**config.mk**
```make
export PLATFORM = sky130hd
export DESIGN_NAME = uart_tx_fifo
export DESIGN_NICKNAME = d
export VERILOG_FILES = /design/src/rtl/uart_tx_fifo.sv
export SDC_FILE = /design/constraint.sdc
export NUM_CORES = 1
export LEC_CHECK = 0
export ABC_AREA = 1
export BUFFER_PORTS_ARGS = -buffer_cell sky130_fd_sc_hd__buf_4
export CORE_ASPECT_RATIO = 2
export CORE_MARGIN = 10
export CORE_UTILIZATION = 59
export CTS_CLUSTER_SIZE = 24
export DETAILED_ROUTE_END_ITERATION = 6
export GPL_TIMING_DRIVEN = 0
export PLACE_DENSITY = 0.75
export RECOVER_POWER = 100
export SETUP_SLACK_MARGIN = 0.15
export SLEW_MARGIN = 0
export SYNTH_ARGS = -nofsm -noshare
export SYNTH_HDL_FRONTEND = slang
export SYNTH_SLANG_ARGS = --single-unit
```
**constraint.sdc**
```tcl
create_clock -name clk -period 2 [get_ports clk]
set_input_delay 0.4 -clock clk [delete_from_list [all_inputs] [get_ports clk]]
set_output_delay 0.4 -clock clk [all_outputs]
set_load 0.005 [all_outputs]
```
**src/rtl/uart_tx_fifo.sv**
```systemverilog
// UART transmitter fed by a small synchronous FIFO.
// Frame format is latched at pop time, so config changes only affect later frames.
module uart_tx_fifo #(
  parameter int unsigned DATA_BITS  = 8,
  parameter int unsigned FIFO_DEPTH = 4,
  parameter int unsigned DIV_W      = 16
) (
  input  logic                          clk,
  input  logic                          resetn,
  input  logic [DIV_W-1:0]              cfg_divisor,
  input  logic [1:0]                    cfg_parity,
  input  logic                          cfg_stop2,
  input  logic                          in_valid,
  output logic                          in_ready,
  input  logic [DATA_BITS-1:0]          in_data,
  output logic                          txd,
  output logic                          busy,
  output logic [$clog2(FIFO_DEPTH):0]   fifo_level
);

  localparam int unsigned PW = $clog2(FIFO_DEPTH);
  localparam int unsigned LW = PW + 1;
  localparam int unsigned BW = $clog2(DATA_BITS);

  typedef enum logic [2:0] {StIdle, StStart, StData, StParity, StStop1, StStop2} state_e;

  logic [DATA_BITS-1:0] mem_q [FIFO_DEPTH];
  logic [PW-1:0]        wr_ptr_q, rd_ptr_q;
  logic [LW-1:0]        level_q, level_d;
  logic                 ready_q;

  state_e               state_q;
  logic                 txd_q, busy_q;
  logic [DIV_W-1:0]     cnt_q, div_q;
  logic [DATA_BITS-1:0] data_q;
  logic [BW-1:0]        bit_q;
  logic                 par_en_q, par_bit_q, stop2_q;

  logic                 push, pop, last_stop;
  logic [DATA_BITS-1:0] head;

  assign head      = mem_q[rd_ptr_q];
  assign push      = in_valid && ready_q;
  assign last_stop = (cnt_q == '0) &&
                     ((state_q == StStop1 && !stop2_q) || state_q == StStop2);
  assign pop       = (level_q != '0) && (state_q == StIdle || last_stop);

  always_comb begin
    level_d = level_q;
    if (push && !pop) level_d = level_q + LW'(1);
    else if (!push && pop) level_d = level_q - LW'(1);
  end

  always_ff @(posedge clk) begin
    if (push) mem_q[wr_ptr_q] <= in_data;
  end

  // in_ready is a register so it reads 0 throughout reset and rises one edge later.
  always_ff @(posedge clk or negedge resetn) begin
    if (!resetn) begin
      wr_ptr_q <= '0;
      rd_ptr_q <= '0;
      level_q  <= '0;
      ready_q  <= 1'b0;
    end else begin
      if (push) wr_ptr_q <= wr_ptr_q + PW'(1);
      if (pop)  rd_ptr_q <= rd_ptr_q + PW'(1);
      level_q <= level_d;
      ready_q <= (level_d != LW'(FIFO_DEPTH));
    end
  end

  always_ff @(posedge clk or negedge resetn) begin
    if (!resetn) begin
      state_q   <= StIdle;
      txd_q     <= 1'b1;
      busy_q    <= 1'b0;
      cnt_q     <= '0;
      div_q     <= '0;
      data_q    <= '0;
      bit_q     <= '0;
      par_en_q  <= 1'b0;
      par_bit_q <= 1'b0;
      stop2_q   <= 1'b0;
    end else if (pop) begin
      state_q   <= StStart;
      txd_q     <= 1'b0;
      busy_q    <= 1'b1;
      data_q    <= head;
      cnt_q     <= cfg_divisor;
      div_q     <= cfg_divisor;
      bit_q     <= '0;
      par_en_q  <= (cfg_parity == 2'b01) || (cfg_parity == 2'b10);
      par_bit_q <= (^head) ^ (cfg_parity == 2'b10);
      stop2_q   <= cfg_stop2;
    end else if (state_q != StIdle) begin
      if (cnt_q != '0) begin
        cnt_q <= cnt_q - DIV_W'(1);
      end else begin
        cnt_q <= div_q;
        case (state_q)
          StStart: begin
            state_q <= StData;
            txd_q   <= data_q[0];
          end
          StData: begin
            if (bit_q == BW'(DATA_BITS - 1)) begin
              if (par_en_q) begin
                state_q <= StParity;
                txd_q   <= par_bit_q;
              end else begin
                state_q <= StStop1;
                txd_q   <= 1'b1;
              end
            end else begin
              bit_q  <= bit_q + BW'(1);
              data_q <= data_q >> 1;
              txd_q  <= data_q[1];
            end
          end
          StParity: begin
            state_q <= StStop1;
            txd_q   <= 1'b1;
          end
          StStop1: begin
            if (stop2_q) begin
              state_q <= StStop2;
            end else begin
              state_q <= StIdle;
              busy_q  <= 1'b0;
            end
            txd_q <= 1'b1;
          end
          default: begin
            state_q <= StIdle;
            busy_q  <= 1'b0;
            txd_q   <= 1'b1;
          end
        endcase
      end
    end
  end

  assign in_ready   = ready_q;
  assign txd        = txd_q;
  assign busy       = busy_q;
  assign fifo_level = level_q;

endmodule

```
# --- Word level (Yosys, flattened, before mapping) ---
# Memory sizes are Yosys's and may differ from the RTL's.
# Index checks and enable logic that the tools add are counted.
word_totals:
  regBits: 59
  ramBits: 32
  output_inout_bits: 6
  wordCells: 96
  memories: 1
mem_list:
  columns: ["memory", "words", "width", "rd", "rd_ports_with_merged_regs", "write_ports", "line", "rtl"]
  rows:
  - ["mem_q", 4, 8, 1, 0, 1, "27", "logic [DATA_BITS-1:0] mem_q [FIFO_DEPTH];"]
op_classes:
  add_sub_neg: 6
  n_eq_ne: 14
  mux: 35
  bitwise_logic: 1
  reduce_logical: 25
op_table:
  columns: ["operator", "n"]
  rows:
  - ["$mux W16", 3]
  - ["$mux W8", 5]
  - ["$mux W3", 13]
  - ["$logic_not A16 Y1", 1]
  - ["$reduce_bool A16 Y1", 1]
  - ["$sub A16 B1 Y16 const B", 1]
  - ["$pmux W3 S4", 1]
  - ["$mux W1", 11]
  - ["$eq A3 B3 Y1 const B", 3]
  - ["$ne A3 B3 Y1 const B", 3]
  - ["$reduce_and A4 Y1", 2]
  - ["$reduce_xor A8 Y1", 1]
  - ["$add A3 B1 Y3 const B", 2]
  - ["$eq A3 B2 Y1 const B", 2]
  - ["$logic_and A1 B1 Y1", 6]
  - ["$reduce_bool A3 Y1", 2]
  - ["$add A2 B1 Y2 const B", 2]
  - ["$ne A2 B2 Y1 const B", 2]
  - ["$pmux W1 S2", 2]
  - ["$reduce_bool A2 Y1", 2]
  - ["$eq A3 B1 Y1 const B", 1]
  - ["$logic_not A1 Y1", 3]
  - ["$logic_not A3 Y1", 1]
  - ["$logic_or A1 B1 Y1", 3]
  - ["8 further kinds", 8]

# --- Depth between registers and ports, before layout ---
# Gate-level depths: netlist of run 1.
depth:
  ltp_word: 10
  ltp_mapped: 15
  depth_no_buf: 14

# --- Worst setup path after synthesis of run 1 ---
# Ideal clock, no wire load.
synth_timing:
  path_type: "reg-to-reg"
  startpoint: "register cnt_q[0]"
  endpoint: "register cnt_q[11]"
  setup_time_ns: 0.125
  t_arrival_ns: 1.593
  required_ns: 1.875
  path_slack_ns: 0.281
  stages_incl_launch_ff: 12
  n_path_buf: 2
  cell_sequence: "dfrtp_1 -> inv_1 -> ha_1 -> nand3_1 -> nor2_1 -> nand2_2 -> nand2_4 -> nand2_4 -> buf_6 -> buf_6 -> o211ai_1 -> a21oi_2"
synth_via:
  elab_chain_cells: 5
  elab_cells_between_ends: 10
  classes_between: "1 x add/sub; 3 x mux; 6 x reduce/logical"
synth_rtl:
  columns: ["item", "line", "rtl"]
  rows:
  - ["start: declaration", "34", "logic [DIV_W-1:0] cnt_q, div_q;"]
  - ["start signal: assignment", "90", "cnt_q <= cfg_divisor;"]
  - ["start signal: assignment", "98", "cnt_q <= cnt_q - DIV_W'(1);"]
  - ["start signal: assignment", "100", "cnt_q <= div_q;"]
  - ["parallel branches: the longest is 5 deep, another holds $sub A16 B1 Y16", null, null]
# Parallel ways; which one is timed is not known. The select of a mux whose other input is x is not followed.
# A chain may end at the register's enable or synchronous reset.

# --- Final worst setup path of run 1 ---
layout_timing:
  startpoint: "register cnt_q[11]"
  endpoint: "register div_q[8]"
layout_via:
  elab_chain_cells: 4
layout_rtl:
  columns: ["item", "line", "rtl"]
  rows:
  - ["$logic_not A16 Y1", "44", "assign last_stop = (cnt_q == '0) &&"]
  - ["$logic_and A1 B1 Y1", "44", null]
  - ["$logic_or A1 B1 Y1", "46", "assign pop = (level_q != '0) && (state_q == StIdle || last_stop);"]
  - ["$logic_and A1 B1 Y1", "46", null]
  - ["end signal: assignment", "91", "div_q <= cfg_divisor;"]
  - ["end: declaration", "34", null]
# No other way between the ends.

==> summary.md, run 1 <==
| Metric | Value |
|---|---|
| Area contributors post-synth | dfrtp_1 31%, edfxtp_1 20%, nand2_1 15% |
| R2R setup slack | 0.12 ns |
| CP Launch Type | register |
| RSZ-0062 raised after global routing | yes |
| Internal | 3950 uW |
| Distinct cells, synth | 37 |
| Count of pins over their slew limit | 20 |
| Clk pwr share | 0.301 |
| Vias post-DR | 3967 |
| Final WL | 11800 um |
| Crit. End Element | register |
| Vias in the first global route | 4075 |
| CTS tree | built |
| Clock latency on the worst-skew pair | 0.34 ns |
| Hold Path End | stop2_q |
| CTS Buf Count | 9 |
| Total GRT Usage | 0.183 |
| GRT met2 Usage | 0.360 |
| Mux share of post-synthesis cell area | 0 |
| TritonCTS Sinks | 91 |
| Yosys reg bits | 91 |
| Cell area after synthesis | 4730 um2 |
| Largest net degree at the start of global routing | 60 |
| Fillers | 621 |
| DP HPWL | 8380 um |
| Synthesized area per cell | 8.59 um2 |
| EDFF count, synth | 32 |
| Row Count | 46 |
| Simple-gate share of the synthesized area | 0.252 |
| Final setup fails | 0 |
| Count leader, synth | nand2_1 |
| Sequential cell area | 2440 um2 |
| Clock tree buffer depth | 2 |
| Crit path max fanout | 10 |
| Vias per cell | 5.59 |
| DR pass1 iterations | 5 |
| Status | finished with violations |
| Final hold violations | 0 |
| Tot Pwr | 5720 uW |
| Min cycle time layout | 1.88 ns |
| Worst Hold Launch | cfg_stop2 |
| Top-area cell type share of the netlist area | 0.307 |
| Worst min path class | in -> reg |
| M1 GR Usage | 0.163 |
| GRT Max-Usage Layer | met2 |
| Worst Setup SP | cnt_q[11] |
| Leakage | 0.00269 uW |
| Die H | 147 um |
| Final setup skew | 0.00863 ns |
| Final Cycle Share | 0.939 |
| Sw Share | 0.309 |
| Initial antenna violation count | 0 |
| Peak Freq | 0.532 GHz |
| GPL Wtd Cong | 0.891 |
| Mapped Nets | 592 |
| R2R depth | 10 |
| Asr flop ratio synth | 0.648 |
| Die extent in x | 83.3 um |
| Yosys Warn Count | 0 |
| # diodes | 0 |
| Die area | 12200 um2 |
| Worst path max stage delay | 0.46 ns |
| Total of max-cap violations | 1 |
| P_sw | 1770 uW |
| Power Density | 1010 nW/um2 |
| Antenna-violating nets left | 0 |
| Synth area leader | dfrtp_1 |
| Sequential area share after synthesis | 0.515 |
| Wirelength per Cell | 16.6 um |
| Worst-path clk slew | 0.06 ns |
| Sequential power share | 0.441 |
| Total gr overflow | 0 |
| Post-CTS Hold Buffers | 0 |
| Root buf cell | clkbuf_16 |
| DR iter-0 viols | 344 |
| Commonest cells in the netlist | 186 x nand2_1, 58 x dfrtp_1, 52 x inv_1, 48 x nor2_1, 34 x nand3_1 |
| Multi-input gate area | 2070 um2 |
| Slew @ Worst Pin | 1.50 ns |
| Peak VDD IR | 813 uV |
| Initial Util | 0.600 |
| Core Region | 7890 um2 |
| Complex-gate fraction of the synthesized area | 0.109 |
| Critical path's top delay family | simple AND/OR/NAND/NOR gates |
| First-pass GRT wire length | 18400 um |
| WHS | 0.261 ns |
| CP Cell Sequence | nor2_4 -> nand2_1 -> nor2_4 -> nand2_4 -> nand2_4 -> nand2_4 -> buf_6 -> clkbuf_2 -> nand2_1 -> nand2_1 |
| Worst path bufs/invs | 2 |
| Hold path cells | 3 |
| FF-to-FF End | div_q[8] |
| Critical path arrival | 2.11 ns |
| Final cell utilization of the core | 0.719 |
| Post-Synth XOR/XNOR Area | 0.0204 |
| Adder-Cell Fraction of Synth Area | 0.0291 |
| Main synth FF type | dfrtp_1 |
| Failing checks | max-capacitance violations, max-slew violations |
| H-Tree Depth | 3 |
| WP data required | 2.23 ns |
| Crit-path slowest cell | dfrtp_1 |
| Setup tns final | 0 ns |
| PortBufs | 35 |
| Residual DRC count | 0 |
| Worst Path Class, Setup | reg -> reg |
| Met3 global-route usage | 0.0329 |
| Worst r2r src | cnt_q[11] |
| Relative slew slack | -0.000341 |
| Combinational power share | 0.258 |
| IO Pins | 36 |
| Final net count | 651 |
| Mapped Cells | 551 |
| P&R area growth vs syn | 19.9% |
| Main combinational cell family by area after synthesis | simple AND/OR/NAND/NOR gates |
| Layout cells sized above 1 | 0.200 |
## cell families (layout without fill, tap and decap cells)
| logic type | after synthesis | after routing |
|---|---|---|
| and+or+nand+nor | 288 | 288 |
| xor gates and xnor gates | 11 | 11 |
| AOI/OAI and AO/OA | 75 | 75 |
| adders and majority gates | 11 | 11 |
| buffers and inverters | 75 | 138 |
| DFF | 91 | 91 |
## cell type report
cell class              count  area share
multi-input cells         385       0.365
clock buffers              15      0.0547
repair buffers             48      0.0584
inverters                  57      0.0390
plain buffers              18      0.0311
flip-flops and latches     91       0.431
well taps                  96      0.0212
## worst min-delay path, delay by kind of cell
family                 cells  cell delay [ns]
buffers and inverters      1             0.08
and+or+nand+nor            2             0.09
## flip-flops by register name, indices dropped and copies added (netlist names)
signal,count
stop2_q,1
cnt_q,16
par_bit_q,1
busy,1
mem_q,32
div_q,16
state_q,3
data_q,8
par_en_q,1
in_ready,1
bit_q,3
txd,1
wr_ptr_q,2
fifo_level,3
rd_ptr_q,2
## power groups by stage
stage                     clock network (uW)  registers, uW  logic [uW]
after detailed placement                   0           2530        1210
after global routing                    1810           2550        1660
final                                   1720           2520        1480
after CTS                               1730           2510        1280
after floorplan                            0           2480         852
after global placement                     0           2510        1150
## cell usage in the layout, fill, tap and decap left out, drive strengths merged
master	synthesis	routed
a21oi	11	11
a22o	2	2
a22oi	6	6
a31oi	10	10
buf	16	47
clkbuf	2	34
dfrtp	58	58
dfstp	1	1
edfxtp	32	32
ha	11	11
inv	57	57
nand2	192	192
nand3	35	35
nand3b	2	2
nand4	3	3
nor2	53	53
nor3	3	3
o211ai	13	13
o21ai	31	31
o22ai	1	1
o311ai	1	1
xnor2	3	3
xor2	8	8
## how the worst max path moves through the flow
stage          slack (ns)  cells past startpoint    endpoint
2_1_floorplan        0.28                     11   cnt_q[11]
3_3_place_gp         0.03                     11  state_q[1]
3_5_place_dp         0.01                     11  state_q[1]
4_1_cts              0.13                      9    cnt_q[9]
5_1_grt              0.03                     10   div_q[15]
6_report             0.12                     10    div_q[8]
## layer usage
layer | vias to the layer above | routed length (um)
met1 | 1900 | 3920
met4 | 0 | 530
met2 | 115 | 6920
li1 | 1914 | -
met5 | - | 0
met3 | 38 | 427
## what timing repair did
item / CTS / global route
endpoints found under the setup margin: 54 / 44
resized for setup: 12 / 52
hold endpoints to repair: 0 / 0
buffers inserted: 1 / 10
cloned: 0 / 2
pin swaps: 3 / 8
## through the flow
stage	instance area, um2	setup WS (ns)	cells
floorplan	4730	0.281	551
global placement	5110	0.0313	682
detailed placement	5110	0.0121	682
CTS	5480	0.134	698
global route	5670	0.0326	710
finish	5670	0.121	710
Note: power is estimated with default switching activity, not from simulation.
==> inputs of run 2 (changes only) <==
ABC_AREA = 0   (was 1)
PLACE_DENSITY = 0.76   (was 0.75)
==> summary.md, run 2 <==
| Metric | Value |
|---|---|
| CP Launch Type | register |
| Most frequent cells in the layout | 54 x dfrtp_1, 41 x nand2_1, 41 x buf_4 |
| Post-route cell area | 6140 um2 |
| Final setup skew | 0.0126 ns |
| Total of max-cap violations | 1 |
| DR iter-0 viols | 518 |
| Vias post-DR | 3858 |
| Worst Path Class, Setup | reg -> reg |
| Area contributors post-synth | dfrtp_1 34%, edfxtp_1 22%, nand2_1 7.8% |
| Antenna-violating nets left | 0 |
| Hold path cells | 3 |
| Asr flop ratio synth | 0.648 |
| Final hold violations | 0 |
| Top-area cell type share of the netlist area | 0.337 |
| Die H | 141 um |
| Synth area leader | dfrtp_1 |
| Count of pins over their slew limit | 60 |
| Post-CTS Hold Buffers | 0 |
| RSZ-0062 raised after global routing | yes |
| Vias per cell | 6.55 |
| Largest net degree at the start of global routing | 60 |
| CP Cell Sequence | or4_4 -> nor3b_4 -> buf_4 -> buf_6 -> a31oi_4 -> nor2b_2 -> buf_8 -> buf_12 -> clkbuf_16 -> nand2_4 -> a31oi_1 |
| Failing checks | max-capacitance violations, max-slew violations, negative setup slack |
| R2R depth | 11 |
| Die area | 11300 um2 |
| Leakage | 0.00264 uW |
| PortBufs | 35 |
| Synthesized area per cell | 10.8 um2 |
| Total GRT Usage | 0.242 |
| Commonest non-fill, non-tap cell in the layout | dfrtp_1 |
| Fillers | 356 |
| Relative slew slack | -0.0212 |
| Power Density | 942 nW/um2 |
| Worst min path class | in -> reg |
| P&R area growth vs syn | 42.7% |
| GPL Wtd Cong | 0.834 |
| Crit path max fanout | 6 |
| IO Pins | 36 |
| Sequential area share after synthesis | 0.566 |
| Final WL | 15800 um |
| CTS tree | built |
| Biggest registers after layout | mem_q: 32 flops, cnt_q: 16 flops, div_q: 16 flops |
| Peak Freq | 0.353 GHz |
| Worst path bufs/invs | 5 |
| Status | finished with violations |
| Initial Util | 0.597 |
| Main synth FF type | dfrtp_1 |
| DR pass1 iterations | 7 |
| Wirelength per Cell | 26.8 um |
| Worst-path clk slew | 0.07 ns |
| Mapped Nets | 438 |
| DP HPWL | 7370 um |
| Yosys reg bits | 91 |
| Clock tree buffer depth | 2 |
| Setup tns final | -37.08 ns |
| Core Region | 7210 um2 |
| Residual DRC count | 0 |
| Setup WS post-layout | -0.831 ns |
| H-Tree Depth | 3 |
| Stages on worst setup path | 11 |
| Crit. End Element | register |
| Final Cycle Share | 1.42 |
| Final net count | 533 |
| Peak VDD IR | 741 uV |
| Die extent in x | 80.4 um |
| Slew @ Worst Pin | 1.53 ns |
| Layout cells sized above 1 | 0.390 |
| Row Count | 44 |
| Clock latency on the worst-skew pair | 0.35 ns |
| Cell area after synthesis | 4310 um2 |
| Min cycle time layout | 2.83 ns |
| Root buf cell | clkbuf_16 |
| Crit-path slowest cell | or4_4 |
| Count leader, synth | nand2_1 |
| # diodes | 0 |
| Critical path arrival | 3.07 ns |
| Critical path's top delay family | simple AND/OR/NAND/NOR gates |
| Distinct cells, synth | 48 |
| Worst path max stage delay | 0.57 ns |
| First-pass GRT wire length | 20800 um |
| Final setup fails | 57 |
| Yosys Warn Count | 0 |
| EDFF count, synth | 32 |
| WHS | 0.254 ns |
| Initial antenna violation count | 1 |
| Area post-placement | 4770 um2 |
| Commonest cells in the netlist | 89 x nand2_1, 58 x dfrtp_1, 32 x edfxtp_1, 32 x nor2_1, 20 x xnor2_1 |
| Post-place setup slack | -0.901 ns |
| Max reg flops | 32 |
| Total gr overflow | 0 |
| TritonCTS Sinks | 91 |
| WP data required | 2.24 ns |
| CTS Buf Count | 9 |
| Vias in the first global route | 3987 |
| Mapped Cells | 397 |
| Reg with most FFs | mem_q |
run 2: where the power goes:
| group | total, uW | internal [uW] | switching (uW) | leakage [uW] |
|---|---|---|---|---|
| registers | 2550 | 2270 | 274 | 0.000980 |
| logic | 1520 | 721 | 799 | 0.00151 |
| clock network | 1720 | 972 | 749 | 0.000143 |
| total | 5790 | 3970 | 1820 | 0.00264 |
run 2: path summary, 6_finish.rpt:
check	start	endpoint	slack, ns
worst min-delay path	cfg_stop2	stop2_q	0.25
max in group asynchronous	resetn	cnt_q[7]	0.54
worst max-delay path	cnt_q[4]	cnt_q[5]	-0.83
worst min register to register	data_q[4]	data_q[4]	0.49
min in group asynchronous	resetn	cnt_q[0]	0.42
worst max register to register	cnt_q[4]	cnt_q[5]	-0.83
run 2: what timing repair did:
item,CTS,global route
gates cloned,7,2
endpoints found under the setup margin,57,57
setup buffers,35,5
pin swaps,37,31
endpoints found under the hold margin,0,0
resized for setup,113,51
run 2: final cells by class:
cell class,instances,area (um2),area share
Buffer,20,268,0.0436
Clock inverter,6,65.1,0.0106
Clock buffer,10,229,0.0373
Timing Repair Buffer,84,793,0.129
Tap cell,92,115,0.0187
Sequential cell,91,2440,0.398
Inverter,10,37.5,0.00611
Multi-Input combinational cell,276,2190,0.357
run 2: stage by stage:
stage | power [uW] | instances | util
after CTS | 5590 | 582 | 0.821
after global placement | 3600 | 524 | 0.661
after detailed placement | 3680 | 524 | 0.661
after floorplan | 3290 | 397 | -
after global routing | 6020 | 589 | 0.852
final | 5790 | 589 | 0.852
run 2: metal layers:
metal  track usage  part of all wire  vias to the layer above
met1         0.232              0.32                     1908
met2         0.441              0.55                      259
met5             0            0.0013                        -
met3        0.0471             0.063                      105
met4         0.158             0.069                        2
li1              -                 -                     1584
run 2: worst min-delay path, stage by stage:
cell,delay [ns]
buf_4,0.08
nand2_1,0.04
nand2_1,0.06
run 2: cell families (layout without fill, tap and decap cells):
logic type | after synthesis | in the layout | synth area share
XOR/XNOR | 25 | 25 | 0.0509
AO/OA/AOI/OAI | 65 | 65 | 0.101
AND/OR/NAND/NOR | 162 | 162 | 0.168
buffers and inverters | 30 | 130 | 0.0270
multiplexers | 12 | 12 | 0.0514
adder cells (fa/ha/maj) | 12 | 12 | 0.0346
flip-flops | 91 | 91 | 0.566
